[src/rtl/dec_pkg.sv]
// Shared decode definitions: ALU op codes, MIPS opcode/funct values, mux selects
// and the registered control bundle layout.
package dec_pkg;

  localparam logic [3:0] ALU_ADD = 4'd0;
  localparam logic [3:0] ALU_SUB = 4'd1;
  localparam logic [3:0] ALU_AND = 4'd2;
  localparam logic [3:0] ALU_OR  = 4'd3;
  localparam logic [3:0] ALU_NOR = 4'd4;
  localparam logic [3:0] ALU_SLT = 4'd5;
  localparam logic [3:0] ALU_SLL = 4'd6;
  localparam logic [3:0] ALU_SRL = 4'd7;

  localparam logic [5:0] OP_RTYPE = 6'h00;
  localparam logic [5:0] OP_J     = 6'h02;
  localparam logic [5:0] OP_JAL   = 6'h03;
  localparam logic [5:0] OP_BEQ   = 6'h04;
  localparam logic [5:0] OP_BNE   = 6'h05;
  localparam logic [5:0] OP_ADDI  = 6'h08;
  localparam logic [5:0] OP_SLTI  = 6'h0A;
  localparam logic [5:0] OP_ANDI  = 6'h0C;
  localparam logic [5:0] OP_ORI   = 6'h0D;
  localparam logic [5:0] OP_LUI   = 6'h0F;
  localparam logic [5:0] OP_LW    = 6'h23;
  localparam logic [5:0] OP_SW    = 6'h2B;

  localparam logic [5:0] FN_SLL = 6'h00;
  localparam logic [5:0] FN_SRL = 6'h02;
  localparam logic [5:0] FN_JR  = 6'h08;
  localparam logic [5:0] FN_ADD = 6'h20;
  localparam logic [5:0] FN_SUB = 6'h22;
  localparam logic [5:0] FN_AND = 6'h24;
  localparam logic [5:0] FN_OR  = 6'h25;
  localparam logic [5:0] FN_NOR = 6'h27;
  localparam logic [5:0] FN_SLT = 6'h2A;

  localparam logic [1:0] PC_SEQ    = 2'b00;
  localparam logic [1:0] PC_BRANCH = 2'b01;
  localparam logic [1:0] PC_JUMP   = 2'b10;
  localparam logic [1:0] PC_REG    = 2'b11;

  localparam logic [1:0] GP_ALU = 2'b00;
  localparam logic [1:0] GP_MEM = 2'b01;
  localparam logic [1:0] GP_PC4 = 2'b10;
  localparam logic [1:0] GP_LUI = 2'b11;

  typedef struct packed {
    logic [3:0] alu_control;
    logic       alu_src;
    logic [1:0] pc_mux_sel;
    logic [1:0] gp_mux_sel;
    logic       branch;
    logic       jump;
    logic       branch_ne;
    logic       mem_to_reg;
    logic       mem_we;
    logic       reg_dst;
    logic       gp_we;
    logic       illegal;
  } ctrl_t;

  function automatic logic is_zero_ext(input logic [5:0] op);
    return (op == OP_ANDI) || (op == OP_ORI);
  endfunction

endpackage

[src/rtl/decode_comb.sv]
// Combinational MIPS decode: instruction word to control bundle, operand fields
// and the source-read flags used by the load-use check.
module decode_comb
  import dec_pkg::*;
#(
  parameter int DATA_W = 32
) (
  input  logic [31:0]       instruction,
  output ctrl_t             ctrl,
  output logic [4:0]        rs,
  output logic [4:0]        rt,
  output logic [4:0]        dst,
  output logic [4:0]        shamt,
  output logic [25:0]       jump_target,
  output logic [DATA_W-1:0] imm,
  output logic              reads_rs,
  output logic              reads_rt
);

  logic [5:0]  op;
  logic [5:0]  fn;
  logic [4:0]  rd;
  logic [15:0] imm16;
  logic        wr;
  logic        link;

  assign op          = instruction[31:26];
  assign fn          = instruction[5:0];
  assign rs          = instruction[25:21];
  assign rt          = instruction[20:16];
  assign rd          = instruction[15:11];
  assign shamt       = instruction[10:6];
  assign imm16       = instruction[15:0];
  assign jump_target = instruction[25:0];

  assign imm = is_zero_ext(op) ? DATA_W'(imm16) : DATA_W'($signed(imm16));

  always_comb begin
    ctrl     = '0;
    wr       = 1'b0;
    link     = 1'b0;
    reads_rs = 1'b1;
    reads_rt = 1'b0;
    dst      = 5'd0;

    case (op)
      OP_RTYPE: begin
        reads_rt = 1'b1;
        case (fn)
          FN_ADD: begin ctrl.alu_control = ALU_ADD; wr = 1'b1; end
          FN_SUB: begin ctrl.alu_control = ALU_SUB; wr = 1'b1; end
          FN_AND: begin ctrl.alu_control = ALU_AND; wr = 1'b1; end
          FN_OR:  begin ctrl.alu_control = ALU_OR;  wr = 1'b1; end
          FN_NOR: begin ctrl.alu_control = ALU_NOR; wr = 1'b1; end
          FN_SLT: begin ctrl.alu_control = ALU_SLT; wr = 1'b1; end
          FN_SLL: begin ctrl.alu_control = ALU_SLL; wr = 1'b1; end
          FN_SRL: begin ctrl.alu_control = ALU_SRL; wr = 1'b1; end
          FN_JR: begin
            ctrl.jump       = 1'b1;
            ctrl.pc_mux_sel = PC_REG;
          end
          default: ctrl.illegal = 1'b1;
        endcase
        ctrl.reg_dst = wr;
      end
      OP_ADDI: begin ctrl.alu_control = ALU_ADD; ctrl.alu_src = 1'b1; wr = 1'b1; end
      OP_SLTI: begin ctrl.alu_control = ALU_SLT; ctrl.alu_src = 1'b1; wr = 1'b1; end
      OP_ANDI: begin ctrl.alu_control = ALU_AND; ctrl.alu_src = 1'b1; wr = 1'b1; end
      OP_ORI:  begin ctrl.alu_control = ALU_OR;  ctrl.alu_src = 1'b1; wr = 1'b1; end
      OP_LUI: begin
        ctrl.alu_src    = 1'b1;
        ctrl.gp_mux_sel = GP_LUI;
        wr              = 1'b1;
        reads_rs        = 1'b0;
      end
      OP_LW: begin
        ctrl.alu_src    = 1'b1;
        ctrl.mem_to_reg = 1'b1;
        ctrl.gp_mux_sel = GP_MEM;
        wr              = 1'b1;
      end
      OP_SW: begin
        ctrl.alu_src = 1'b1;
        ctrl.mem_we  = 1'b1;
        reads_rt     = 1'b1;
      end
      OP_BEQ, OP_BNE: begin
        ctrl.alu_control = ALU_SUB;
        ctrl.branch      = 1'b1;
        ctrl.branch_ne   = (op == OP_BNE);
        ctrl.pc_mux_sel  = PC_BRANCH;
        reads_rt         = 1'b1;
      end
      OP_J: begin
        ctrl.jump       = 1'b1;
        ctrl.pc_mux_sel = PC_JUMP;
        reads_rs        = 1'b0;
      end
      OP_JAL: begin
        ctrl.jump       = 1'b1;
        ctrl.pc_mux_sel = PC_JUMP;
        ctrl.gp_mux_sel = GP_PC4;
        wr              = 1'b1;
        link            = 1'b1;
        reads_rs        = 1'b0;
      end
      default: ctrl.illegal = 1'b1;
    endcase

    // Writes to $0 are architecturally dropped, so never assert the enable for them.
    dst        = link ? 5'd31 : (ctrl.reg_dst ? rd : rt);
    ctrl.gp_we = wr && (dst != 5'd0);
  end

endmodule

[src/rtl/pipelined_instruction_decoder.sv]
// Registered decode stage between IF and EX: valid/ready handshake, one-entry
// output register, load-use bubble insertion and flush.
module pipelined_instruction_decoder
  import dec_pkg::*;
#(
  parameter int DATA_W     = 32,
  parameter int REG_ADDR_W = 5,
  parameter bit HAZARD_EN  = 1'b1
) (
  input  logic                  clk,
  input  logic                  rst_n,
  input  logic                  flush,
  input  logic                  in_valid,
  output logic                  in_ready,
  input  logic [31:0]           instruction,
  input  logic [DATA_W-1:0]     pc_in,
  output logic                  out_valid,
  input  logic                  out_ready,
  output logic [3:0]            alu_control,
  output logic                  alu_src,
  output logic [1:0]            pc_mux_sel,
  output logic [1:0]            gp_mux_sel,
  output logic                  branch,
  output logic                  jump,
  output logic                  branch_ne,
  output logic                  mem_to_reg,
  output logic                  mem_we,
  output logic                  reg_dst,
  output logic                  gp_we,
  output logic [REG_ADDR_W-1:0] rs,
  output logic [REG_ADDR_W-1:0] rt,
  output logic [REG_ADDR_W-1:0] gp_dst,
  output logic [DATA_W-1:0]     imm,
  output logic [4:0]            shamt,
  output logic [25:0]           jump_target,
  output logic [DATA_W-1:0]     pc_out,
  output logic                  illegal
);

  ctrl_t             d_ctrl;
  logic [4:0]        d_rs, d_rt, d_dst, d_shamt;
  logic [25:0]       d_jt;
  logic [DATA_W-1:0] d_imm;
  logic              d_reads_rs, d_reads_rt;

  decode_comb #(.DATA_W(DATA_W)) u_decode (
    .instruction (instruction),
    .ctrl        (d_ctrl),
    .rs          (d_rs),
    .rt          (d_rt),
    .dst         (d_dst),
    .shamt       (d_shamt),
    .jump_target (d_jt),
    .imm         (d_imm),
    .reads_rs    (d_reads_rs),
    .reads_rt    (d_reads_rt)
  );

  ctrl_t             ctrl_q;
  logic [4:0]        rs_q, rt_q, dst_q, shamt_q;
  logic [25:0]       jt_q;
  logic [DATA_W-1:0] imm_q, pc_q;
  logic              track_valid;
  logic [4:0]        track_dst;
  logic              hit;
  logic              stall;
  logic              accept;

  assign hit = (d_reads_rs && (d_rs == track_dst)) || (d_reads_rt && (d_rt == track_dst));
  assign stall  = HAZARD_EN && in_valid && track_valid && (track_dst != 5'd0) && hit;
  assign in_ready = !flush && (!out_valid || out_ready) && !stall;
  assign accept   = in_valid && in_ready;

  always_ff @(posedge clk or negedge rst_n) begin
    if (!rst_n) begin
      out_valid <= 1'b0;
      ctrl_q    <= '0;
      rs_q      <= '0;
      rt_q      <= '0;
      dst_q     <= '0;
      shamt_q   <= '0;
      jt_q      <= '0;
      imm_q     <= '0;
      pc_q      <= '0;
    end else if (flush) begin
      out_valid <= 1'b0;
    end else if (accept) begin
      out_valid <= 1'b1;
      ctrl_q    <= d_ctrl;
      rs_q      <= d_rs;
      rt_q      <= d_rt;
      dst_q     <= d_dst;
      shamt_q   <= d_shamt;
      jt_q      <= d_jt;
      imm_q     <= d_imm;
      pc_q      <= pc_in;
    end else if (out_ready) begin
      out_valid <= 1'b0;
    end
  end

  // A load handed to EX this cycle can only collide with the instruction offered next cycle.
  always_ff @(posedge clk or negedge rst_n) begin
    if (!rst_n) begin
      track_valid <= 1'b0;
      track_dst   <= '0;
    end else if (flush) begin
      track_valid <= 1'b0;
    end else begin
      track_valid <= out_valid && out_ready && ctrl_q.mem_to_reg && ctrl_q.gp_we;
      track_dst   <= dst_q;
    end
  end

  assign alu_control = ctrl_q.alu_control;
  assign alu_src     = ctrl_q.alu_src;
  assign pc_mux_sel  = ctrl_q.pc_mux_sel;
  assign gp_mux_sel  = ctrl_q.gp_mux_sel;
  assign branch      = ctrl_q.branch;
  assign jump        = ctrl_q.jump;
  assign branch_ne   = ctrl_q.branch_ne;
  assign mem_to_reg  = ctrl_q.mem_to_reg;
  assign mem_we      = ctrl_q.mem_we;
  assign reg_dst     = ctrl_q.reg_dst;
  assign gp_we       = ctrl_q.gp_we;
  assign illegal     = ctrl_q.illegal;
  assign rs          = REG_ADDR_W'(rs_q);
  assign rt          = REG_ADDR_W'(rt_q);
  assign gp_dst      = REG_ADDR_W'(dst_q);
  assign imm         = imm_q;
  assign shamt       = shamt_q;
  assign jump_target = jt_q;
  assign pc_out      = pc_q;

endmodule
[config.mk]
export PLATFORM = sky130hd
export DESIGN_NAME = pipelined_instruction_decoder
export DESIGN_NICKNAME = d
export VERILOG_FILES = /design/src/rtl/dec_pkg.sv /design/src/rtl/decode_comb.sv /design/src/rtl/pipelined_instruction_decoder.sv
export SDC_FILE = /design/constraint.sdc
export NUM_CORES = 1
export LEC_CHECK = 0
export CORE_MARGIN = 2
export CORE_UTILIZATION = 47
export CTS_CLUSTER_DIAMETER = 50
export CTS_CLUSTER_SIZE = 16
export DETAILED_ROUTE_END_ITERATION = 8
export GPL_TIMING_DRIVEN = 1
export PLACE_DENSITY = 0.95
export SETUP_SLACK_MARGIN = 0.4
export SYNTH_ARGS = -nofsm -noshare
export SYNTH_HDL_FRONTEND = slang
export SYNTH_SLANG_ARGS = --single-unit
[constraint.sdc]
create_clock -name clk -period 4.6 [get_ports clk]
set_input_delay 0.92 -clock clk [delete_from_list [all_inputs] [get_ports clk]]
set_output_delay 0.92 -clock clk [all_outputs]
set_load 0.01 [all_outputs]
==> key figures, run 1 <==
STA
  – Top achievable clock speed: between 200 and 300 MHz
  – Sum Neg Setup Slack: 0 ns
  – Worst-margin pin slew: 1.08 ns
  – Max-slew violation total from the final report: 0
  – Total of endpoints with negative setup slack in the final report: 0
  – Fin crit period: 3.99 ns
  – RSZ-0062 raised after global routing: false
  – Share of the clock period used by the worst path after layout: around 87%
  – Max Clock Skew: 0.0153 ns
  – Worst relative slew slack: 27.8%
  – Final-report hold violation count: 0

Floorplanning
  – Row cnt: 36
  – Initial core utilization: 48.7%
  – Count of boundary I/O pins: 198
  – Die outline width: 105 um
  – Core Area: 9860 um^2
  – Die footprint: 11,000 um^2
  – Vertical extent of the die: between 100 and 150 um

Synthesis
  – Mapped Nets: 433
  – Average cell area after synthesis: around 13 um^2
  – Share of the yosys chip area belonging to registers: around 45%
  – Synth area leaders: sky130_fd_sc_hd__dfrtp_1 (45%), sky130_fd_sc_hd__mux2_4 (24%), sky130_fd_sc_hd__buf_4 (7.3%)
  – Cell type with the largest total area after synthesis: sky130_fd_sc_hd__dfrtp_1
  – FF+latch count, synth: 87
  – Area share of the largest cell type after synthesis: 45.3%
  – Cell count after synthesis: 364
  – Yosys synthesis warning count: 0
  – Count of distinct cell types in the synthesized netlist: 45
  – Netlist Area Pre-Place: just under 5000 um^2

Clocking
  – Number of buffers inserted by post-CTS setup repair: 0
  – Sink count of the clock tree: 87
  – Number of levels the H-tree was split into: 3
  – Latest clock arrival within the worst-skew pair: 0.38 ns
  – Number of CTS-inserted buffers: 9
  – Max Buffers Root-to-Sink: 2
  – Library cell used as clock root buffer: sky130_fd_sc_hd__clkbuf_8
  – Count of hold buffers inserted by post-cts repair: 0
  – Clock tree from TritonCTS: done
  – Resize count post-CTS: 0
  – Clock transition time at the flip-flop clock pins of the worst setup and hold paths: 0.08 ns

Setup path
  – Worst setup path class: in2out
  – Maximum fanout encountered on the critical timing path: 12
  – Ordered list of cells on the worst path: clkdlybuf4s50_1 -> nor2_1 -> o211ai_1 -> nand4b_1 -> nand2_1 -> a21boi_0 -> clkdlybuf4s50_1
  – Critical-path top delay cell: sky130_fd_sc_hd__clkdlybuf4s50_1
  – Reg-to-Reg Start: track_dst[1]
  – Setup slack of the most critical reg-to-reg path: about 1.9 ns
  – Startpoint Class: primary input
  – Required @ worst endpoint: 3.68 ns
  – Critical Path Most Common Cell: sky130_fd_sc_hd__clkdlybuf4s50_1
  – Crit path capture type: primary output
  – Register-to-Register Path Depth: 6
  – CP bufs+invs: 2
  – Data arrival time of the critical path: approximately 3.1 ns
  – Delay of the slowest cell on the worst path: 0.61 ns
  – Kind of cell adding the most delay to the critical path: buffers and inverters
  – Destination of the worst register-to-register timing path: pc_out[20]

Pwr
  – Power density of the placed cells: 365 nW/um^2
  – Maximum ir drop on the vdd rail: 0.000208 V
  – Lkg Pwr: ~2.8 nW
  – Total design power: 2.41 mW

Placed design
  – HPWL after detailed placement: ~9.1 mm
  – Total instance count after detailed placement: 629
  – Buffers on Ports: 196
  – Final GP Congestion: 0.889

Final layout
  – Commonest non-fill, non-tap cells in the layout: sky130_fd_sc_hd__clkdlybuf4s50_1 (195), sky130_fd_sc_hd__dfrtp_1 (87), sky130_fd_sc_hd__mux2_4 (77)
  – Final Core Density: 67.0%
  – Max FFs per register: 32
  – Non-filler instance count after layout: 645
  – Antenna cell count: 0
  – Net count of the finished layout: about 580
  – Most common cell after layout, fill and taps aside: sky130_fd_sc_hd__clkdlybuf4s50_1
  – Share of post-route cells with drive strength above 1: a little over a fifth
  – Area growth from synthesis to final layout: 37.7%
  – Filler cell count in the final layout: 645

Global routing
  – Global-route wire length before repair: 19.2 mm
  – Maximum number of pins on one net before global-route repair: 88
  – Number of global-route vias before repair: 3,476
  – Overall track demand over capacity in global routing: 22.4%
  – Global route overflow: 0
  – Initial antenna violation count: 0

Route
  – DR vias: 3,411
  – Final routed wire length divided by cell count: 18.9 um
  – Detailed-routing iteration count for the pre-antenna-repair pass: 7
  – Post-detailed-route DRC marker count: 0
  – Average vias per placed instance: about 5.3
  – Total wire length: 12.2 mm
  – Remaining antenna violation count: 0
  – First DRT Iteration DRCs: 396

Min path
  – Hold Path Origin: alu_control[2]
  – Worst Hold Endpoint: alu_control[2]
  – Cell depth of the worst hold path: 1
  – Classification of the worst-slack hold path: reg2reg

Run
  – Count of maximum capacitance violations: 0

Outcome
  – Outcome: completed
[metrics by stage]
step           hold WS [ns]  setup slack [ns]  area, um^2
4_1_cts               0.516             0.635        6610
5_1_grt               0.531             0.520        6610
2_1_floorplan         0.547              1.78        4800
3_5_place_dp          0.493             0.655        6380
6_report              0.514             0.611        6610
3_3_place_gp          0.490             0.767        6380
[worst max-delay path by stage]
stage                     cells past startpoint             from       end
final                                         7  instruction[31]  in_ready
after global routing                          7  instruction[28]  in_ready
after CTS                                     7  instruction[31]  in_ready
after detailed placement                      7  instruction[31]  in_ready
after global placement                        7  instruction[27]  in_ready
after floorplan                               6  instruction[31]  in_ready
[per-layer routing]
metal  global-route usage, %  vias up  routed length [um]
met3                    5.12       25                 809
met2                    37.1      171                6290
li1                        -     1516                   -
met1                    28.0     1699                4850
met4                    9.90        0                 257
met5                       0        -                   0
[synth_stat cells (all sizes together)]
cell type	count
a2111oi	2
a211o	2
a21boi	1
a21oi	8
a221o	1
a22o	3
a31oi	3
a41o	1
and3	2
and3b	1
and4	1
buf	60
clkbuf	7
conb	1
dfrtp	87
inv	14
mux2	83
mux2i	2
nand2	9
nand2b	3
nand3	4
nand4b	3
nor2	10
nor2b	3
nor3	4
nor3b	3
nor4	6
o211ai	11
o21a	1
o21ai	4
o21bai	3
o22ai	4
o41ai	1
or2	1
or3	3
or4	2
xor2	10
[report_power, final]
part | leakage [nW] | internal [mW] | switching (mW) | total (mW)
clock | 0.111 | 0.312 | 0.296 | 0.608
sequential | 1.06 | 0.880 | 0.103 | 0.983
combinational | 1.67 | 0.526 | 0.297 | 0.823
[logic make-up (layout without fill, tap and decap cells)]
| logic type | after synthesis | count (layout) | share of synthesized area [%] |
|---|---|---|---|
| flops | 87 | 87 | 45.3 |
| buf+inv | 81 | 229 | 13.1 |
| mux | 85 | 85 | 25.9 |
| xor+xnor | 10 | 10 | 1.82 |
| other cells | 1 | 1 | 0.0781 |
| compound gates | 45 | 45 | 6.93 |
| simple gates | 55 | 55 | 6.80 |
[final cells by class]
| class | instances | area [um^2] | share of cell area (%) |
|---|---|---|---|
| Tap cell | 133 | 166 | 2.52 |
| Clock inverter | 7 | 103 | 1.55 |
| Inverter | 14 | 52.6 | 0.795 |
| Timing Repair Buffer | 199 | 1990 | 30.2 |
| Sequential cell | 87 | 2180 | 32.9 |
| Clock buffer | 9 | 124 | 1.87 |
| Multi-Input combinational cell | 196 | 1990 | 30.2 |
[worst register-to-register path, delay by kind of cell, from the launching register on]
kind	cells	cell delay, ns
AND/OR/NAND/NOR	3	1.26
flip-flops	1	0.45
buffers and inverters	1	0.40
multiplexers	1	0.34
AO/OA/AOI/OAI	1	0.15
Power figures use the tool's default switching activity.
==> run 2, diff against run 1 <==
- CORE_ASPECT_RATIO: unset -> 0.9
- CORE_UTILIZATION: 47 -> 52
- SLEW_MARGIN: unset -> 25
- SYNTH_HIERARCHICAL: unset -> 1
==> key figures, run 2 <==
STA
  – Total of endpoints with negative setup slack in the final report: 0
  – RSZ-0062 raised after global routing: false
  – Final-report hold violation count: 0
  – Share of the clock period used by the worst path after layout: 88.3%
  – Fin crit period: 4.06 ns
  – Sum Neg Setup Slack: 0 ns
  – Max-slew violation total from the final report: 0
  – Max Clock Skew: 0.00808 ns
  – Worst relative slew slack: 41.4%
  – Top achievable clock speed: 246 MHz
  – Worst-margin pin slew: 0.879 ns

Synthesis
  – Number of synthesized flops with an enable pin: 0
  – Cell type with the largest total area after synthesis: sky130_fd_sc_hd__dfrtp_1
  – Compound-gate portion of the synthesized area: 3.50%
  – Most frequently used flop master after synthesis: sky130_fd_sc_hd__dfrtp_1
  – Cell count after synthesis: 486
  – Yosys synthesis warning count: 6
  – Netlist Area Pre-Place: about 6400 um^2
  – Average cell area after synthesis: around 13 um^2
  – Largest family of logic cells by synthesized area: multiplexers
  – Basic-gate share of the synthesized area counting and, or, nand and nor cells: 6.19%
  – Arithmetic-cell share of the synthesized area counting full adders, half adders and majority gates: 0%
  – Synth area leaders: sky130_fd_sc_hd__dfrtp_1 (53%), sky130_fd_sc_hd__mux2_2 (18%), sky130_fd_sc_hd__buf_4 (9.8%)
  – Leading cell types by count after synthesis: sky130_fd_sc_hd__dfrtp_1 (134), sky130_fd_sc_hd__mux2_2 (102), sky130_fd_sc_hd__buf_4 (83)
  – Most common cell in the netlist: sky130_fd_sc_hd__dfrtp_1
  – FF+latch count, synth: roughly 130
  – Share of the yosys chip area belonging to registers: ~53%
  – Mapped Nets: 555
  – Post-synthesis mux area share: roughly a quarter
  – Proportion of synthesized flip-flops having asynchronous set or reset: 100%
  – Area share of the largest cell type after synthesis: 52.6%
  – Area share of xor/xnor cells in the synthesized design: between 1.5 and 2%
  – Count of distinct cell types in the synthesized netlist: 49

Final layout
  – Share of post-route cells with drive strength above 1: 23.9%
  – Commonest non-fill, non-tap cells in the layout: sky130_fd_sc_hd__clkdlybuf4s50_1 (194), sky130_fd_sc_hd__dfrtp_1 (134), sky130_fd_sc_hd__mux2_2 (102)
  – Area of the multi-input gates: 2270 um^2
  – Most common cell after layout, fill and taps aside: sky130_fd_sc_hd__clkdlybuf4s50_1
  – Net count of the finished layout: 682
  – Antenna cell count: 0
  – Area taken by flip-flops and latches: 3350 um^2
  – Area growth from synthesis to final layout: 33.4%
  – Post-route cell area: 8500 um^2
  – Filler cell count in the final layout: 804

Placed design
  – Buffers on Ports: 197
  – Placement-stage cell area: 7900 um^2
  – HPWL after detailed placement: 10.3 mm
  – Final GP Congestion: 0.901

Setup path
  – Crit path capture type: primary output
  – Critical-path top delay cell: sky130_fd_sc_hd__clkdlybuf4s50_1
  – Startpoint Class: primary input
  – Crit. Startpoint: instruction[31]
  – Delay of the slowest cell on the worst path: 0.69 ns
  – Reg-to-Reg Start: track_dst[1]
  – Maximum fanout encountered on the critical timing path: 10
  – Worst setup path class: in2out
  – Data arrival time of the critical path: approximately 3.1 ns
  – Ordered list of cells on the worst path: clkdlybuf4s50_1 -> nand2b_1 -> nor2_1 -> a21oi_1 -> nor2_1 -> nand2_1 -> o22ai_2 -> a21oi_1 -> clkdlybuf4s50_1
  – Required @ worst endpoint: 3.68 ns

Min path
  – Hold Path Origin: jump_target[21]
  – Classification of the worst-slack hold path: reg2reg

Floorplanning
  – Count of boundary I/O pins: 198
  – Die footprint: 13,200 um^2
  – Initial core utilization: a little over half
  – Vertical extent of the die: 109 um
  – Core Area: 12,000 um^2
  – Die outline width: 121 um
  – Row cnt: 38

Pwr
  – Lkg Pwr: 3.47 nW
  – Power density of the placed cells: 433 nW/um^2
  – Maximum ir drop on the vdd rail: around 0.00031 V

Clocking
  – Sink count of the clock tree: 134
  – Resize count post-CTS: 2
  – Number of buffers inserted by post-CTS setup repair: 0
  – Number of CTS-inserted buffers: 17
  – Latest clock arrival within the worst-skew pair: around 0.4 ns
  – Clock tree from TritonCTS: done
  – Library cell used as clock root buffer: sky130_fd_sc_hd__clkbuf_16
  – Number of levels the H-tree was split into: 4
  – Count of hold buffers inserted by post-cts repair: 0
  – Max Buffers Root-to-Sink: 2
  – Clock transition time at the flip-flop clock pins of the worst setup and hold paths: approximately 0.05 ns

Outcome
  – Outcome: completed

Global routing
  – Global-route wire length before repair: 22.2 mm
  – Global-route track usage on met1: 27.0%
  – Maximum number of pins on one net before global-route repair: 101
  – Global route overflow: 0
  – Overall track demand over capacity in global routing: 22.2%
  – Layer carrying the most global-route usage: met2
  – Global routing usage on met2: 37.6%
  – Number of global-route vias before repair: roughly 4,200
  – Global routing usage on met3: 6.33%
  – Initial antenna violation count: 0

Route
  – DR vias: 4,112
  – Total wire length: ~14 mm
  – Average vias per placed instance: 5.25
  – First DRT Iteration DRCs: 295
  – Final routed wire length divided by cell count: between 15 and 20 um
  – Post-detailed-route DRC marker count: 0
  – Remaining antenna violation count: 0
  – Detailed-routing iteration count for the pre-antenna-repair pass: 5

Run
  – Count of maximum capacitance violations: 0
==> run 2: power breakdown <==
group	internal (mW)	switching (mW)
logic	0.520	0.329
registers	1.37	0.111
clock network	0.885	0.468
==> run 2: cell families after synthesis <==
family,after synthesis
mux,137
flops,134
buf+inv,101
simple gates,74
compound gates,28
xor+xnor,11
other cells,1
==> run 2: final cells by class <==
cell class,instances,share of cell area [%]
clock buffers,21,5.54
clock inverters,8,1.47
inverters,5,0.221
multi-input cells,251,26.7
flip-flops and latches,134,39.5
well taps,160,2.36
repair buffers,204,24.3
==> run 2: worst max-delay path, delay by kind of cell <==
family	cells	cell delay [ns]
buf+inv	2	1.21
compound gates	3	0.45
simple gates	4	0.57
==> run 2: final timing paths <==
path                              endpoint  slack (ns)  cells after the start
max                               in_ready        0.54                      9
min                        jump_target[21]        0.48                      1
max reg2reg                          rs[0]        2.05                      5
min reg2reg                jump_target[21]        0.48                      1
max in group asynchronous  jump_target[18]        2.96                      2
min in group asynchronous          imm[30]        0.60                      1
==> run 2: metal layers <==
metal | wire (um) | vias up | share of wire (%)
met5 | 0 | - | 0
met4 | 224 | 0 | 1.6
met3 | 909 | 19 | 6.4
met2 | 7280 | 160 | 51
met1 | 5840 | 2046 | 41
li1 | - | 1887 | -
==> run 2: metrics by stage <==
stage / power (mW) / hold WS [ns] / setup WS (ns) / utilization [%] / cells
2_1_floorplan: 1.87 / 0.529 / 1.59 / - / 486
3_3_place_gp: 2.31 / 0.466 / 0.457 / 65.9 / 754
3_5_place_dp: 2.35 / 0.475 / 0.383 / 65.9 / 754
4_1_cts: 3.72 / 0.485 / 0.484 / 70.9 / 783
5_1_grt: 3.84 / 0.508 / 0.456 / 70.9 / 783
6_report: 3.68 / 0.480 / 0.540 / 70.9 / 783
==> run 3, diff against run 2 <==
- ABC_AREA: unset -> 1
- CORE_UTILIZATION: 52 -> 53
==> key figures, run 3 <==
Synthesis
  – Most common cell in the netlist: sky130_fd_sc_hd__nand2_1
  – Average cell area after synthesis: 8.36 um^2
  – FF+latch count, synth: ~130
  – Synth area leaders: sky130_fd_sc_hd__dfrtp_1 (48%), sky130_fd_sc_hd__nand2_1 (16%), sky130_fd_sc_hd__nand4_1 (12%)
  – Area share of the largest cell type after synthesis: 47.9%
  – Count of distinct cell types in the synthesized netlist: 32
  – Cell count after synthesis: about 840
  – Netlist Area Pre-Place: 7010 um^2
  – Most frequently used flop master after synthesis: sky130_fd_sc_hd__dfrtp_1
  – Yosys synthesis warning count: 6
  – Cell type with the largest total area after synthesis: sky130_fd_sc_hd__dfrtp_1
  – Number of synthesized flops with an enable pin: 0
  – Proportion of synthesized flip-flops having asynchronous set or reset: 100%
  – Share of the yosys chip area belonging to registers: 47.9%
  – Mapped Nets: 907
  – Leading cell types by count after synthesis: sky130_fd_sc_hd__nand2_1 (307), sky130_fd_sc_hd__dfrtp_1 (134), sky130_fd_sc_hd__nand4_1 (133)

Setup path
  – Destination of the worst register-to-register timing path: shamt[0]
  – Crit path capture type: primary output
  – Critical-path top delay cell: sky130_fd_sc_hd__clkdlybuf4s50_1
  – Setup slack of the most critical reg-to-reg path: 2.26 ns
  – Kind of cell adding the most delay to the critical path: simple AND/OR/NAND/NOR gates
  – Reg-to-Reg Start: out_valid
  – Required @ worst endpoint: between 3 and 4 ns
  – Critical Path Most Common Cell: sky130_fd_sc_hd__nand2_1
  – CP bufs+invs: 3
  – Register-to-Register Path Depth: 5
  – Ordered list of cells on the worst path: clkdlybuf4s50_1 -> nor2_4 -> inv_4 -> nor4_4 -> nand2_1 -> nand3_1 -> nand2_1 -> nor2_1 -> nand3_1 -> nand2_1 -> a21boi_0 -> dlymetal6s2s_1
  – Data arrival time of the critical path: 2.97 ns
  – Worst setup path class: in2out
  – Startpoint Class: primary input
  – Maximum fanout encountered on the critical timing path: 7
  – Delay of the slowest cell on the worst path: 0.49 ns

Global routing
  – Overall track demand over capacity in global routing: 26.7%
  – Number of global-route vias before repair: 5,954
  – Global-route track usage on met1: 36.0%
  – Maximum number of pins on one net before global-route repair: between 80 and 90
  – Global route overflow: 0
  – Global routing usage on met2: 41.6%
  – Initial antenna violation count: 0
  – Global routing usage on met3: 7.85%
  – Global-route wire length before repair: about 30 mm
  – Layer carrying the most global-route usage: met2

Pwr
  – Lkg Pwr: 4.56 nW
  – Maximum ir drop on the vdd rail: 0.000299 V
  – Power density of the placed cells: around 400 nW/um^2
  – Total design power: 3.61 mW

Final layout
  – Most common cell after layout, fill and taps aside: sky130_fd_sc_hd__nand2_1
  – Antenna cell count: 0
  – Share of post-route cells with drive strength above 1: roughly 8.5%
  – Area growth from synthesis to final layout: 28.3%
  – Commonest non-fill, non-tap cells in the layout: sky130_fd_sc_hd__nand2_1 (306), sky130_fd_sc_hd__clkdlybuf4s50_1 (192), sky130_fd_sc_hd__dfrtp_1 (134)
  – Net count of the finished layout: 1,002

Route
  – First DRT Iteration DRCs: between 700 and 800
  – DR vias: 6,311
  – Total wire length: between 15 and 20 mm
  – Average vias per placed instance: 5.69
  – Remaining antenna violation count: 0
  – Final routed wire length divided by cell count: 17.0 um
  – Post-detailed-route DRC marker count: 0
  – Detailed-routing iteration count for the pre-antenna-repair pass: 8

Clocking
  – Clock transition time at the flip-flop clock pins of the worst setup and hold paths: 0.06 ns
  – Latest clock arrival within the worst-skew pair: 0.42 ns
  – Max Buffers Root-to-Sink: 2
  – Clock tree from TritonCTS: done
  – Count of hold buffers inserted by post-cts repair: 0
  – Library cell used as clock root buffer: sky130_fd_sc_hd__clkbuf_16
  – Sink count of the clock tree: 134
  – Number of levels the H-tree was split into: 4
  – Number of CTS-inserted buffers: 17

Floorplanning
  – Vertical extent of the die: ~110 um
  – Die outline width: 125 um
  – Initial core utilization: around 55%
  – Row cnt: 39
  – Core Area: 12,800 um^2
  – Die footprint: 14,200 um^2
  – Count of boundary I/O pins: 198

STA
  – Total of endpoints with negative setup slack in the final report: 0
  – Sum Neg Setup Slack: 0 ns
  – Fin crit period: between 3 and 4 ns
  – Worst-margin pin slew: around 0.86 ns
  – Share of the clock period used by the worst path after layout: a little over four fifths
  – Top achievable clock speed: 257 MHz
  – Final-report hold violation count: 0
  – RSZ-0062 raised after global routing: false
  – Max Clock Skew: 0.0101 ns
  – Max-slew violation total from the final report: 0
  – Worst relative slew slack: 42.4%
  – Hold Slack: 0.468 ns

Outcome
  – Outcome: completed

Run
  – Count of maximum capacitance violations: 0

Min path
  – Hold Path Origin: imm[10]
  – Classification of the worst-slack hold path: reg2reg
  – Worst Hold Endpoint: imm[10]
  – Cell depth of the worst hold path: 2

Placed design
  – Buffers on Ports: 197
  – HPWL after detailed placement: between 10 and 15 mm
  – Final GP Congestion: 0.922
[run 3: logic make-up after synthesis]
family | Yosys count | synth area share [%]
buf+inv | 173 | 15.6
flops | 134 | 47.9
compound gates | 18 | 1.79
other cells | 1 | 0.0535
simple gates | 511 | 34.5
mux | 1 | 0.161
[run 3: cell type report]
| cell class | count | area [um^2] |
|---|---|---|
| Timing Repair Buffer | 208 | 2070 |
| Inverter | 41 | 156 |
| Multi-Input combinational cell | 531 | 2600 |
| Fill cell | 961 | 3800 |
| Clock buffer | 20 | 447 |
| Sequential cell | 134 | 3350 |
| Clock inverter | 12 | 154 |
| Tap cell | 164 | 205 |
[run 3: how the worst max path moves through the flow]
stage,startpoint,to,slack [ns],cells after the start
finish,instruction[31],in_ready,0.71,12
CTS,instruction[31],in_ready,0.45,12
detailed placement,instruction[31],in_ready,0.45,12
global placement,instruction[30],in_ready,0.54,12
floorplan,instruction[30],in_ready,1.71,10
global route,instruction[31],in_ready,0.59,12
[run 3: timing repair]
action	in CTS	in global routing
endpoints found under the setup margin	0	1
buffers inserted	0	2
gates resized for setup	0	4
[run 3: per-layer routing]
layer	vias up	share of wire [%]
li1	2882	-
met5	-	0
met2	344	47
met3	58	9.3
met1	3027	41
met4	0	2.7
[run 3: stage by stage]
| stage | setup WS [ns] | cells | cell area [um^2] | utilization (%) |
|---|---|---|---|---|
| 5_1_grt | 0.594 | 1110 | 8990 | 70.3 |
| 6_report | 0.707 | 1110 | 8990 | 70.3 |
| 2_1_floorplan | 1.71 | 838 | 7010 | - |
| 3_3_place_gp | 0.543 | 1076 | 8360 | 65.4 |
| 3_5_place_dp | 0.452 | 1076 | 8360 | 65.4 |
| 4_1_cts | 0.448 | 1108 | 8960 | 70.1 |
[run 3: report_power, final]
group	internal (mW)	switching (mW)	leakage [nW]
Clock	0.864	0.511	0.274
Combinational	0.407	0.394	2.61
Sequential	1.34	0.0991	1.68
[run 3: tightest hold or removal path, delay by kind of cell (launching register included)]
| family | cells | cell delay (ns) |
|---|---|---|
| flip-flops | 1 | 0.34 |
| AND/OR/NAND/NOR | 2 | 0.09 |
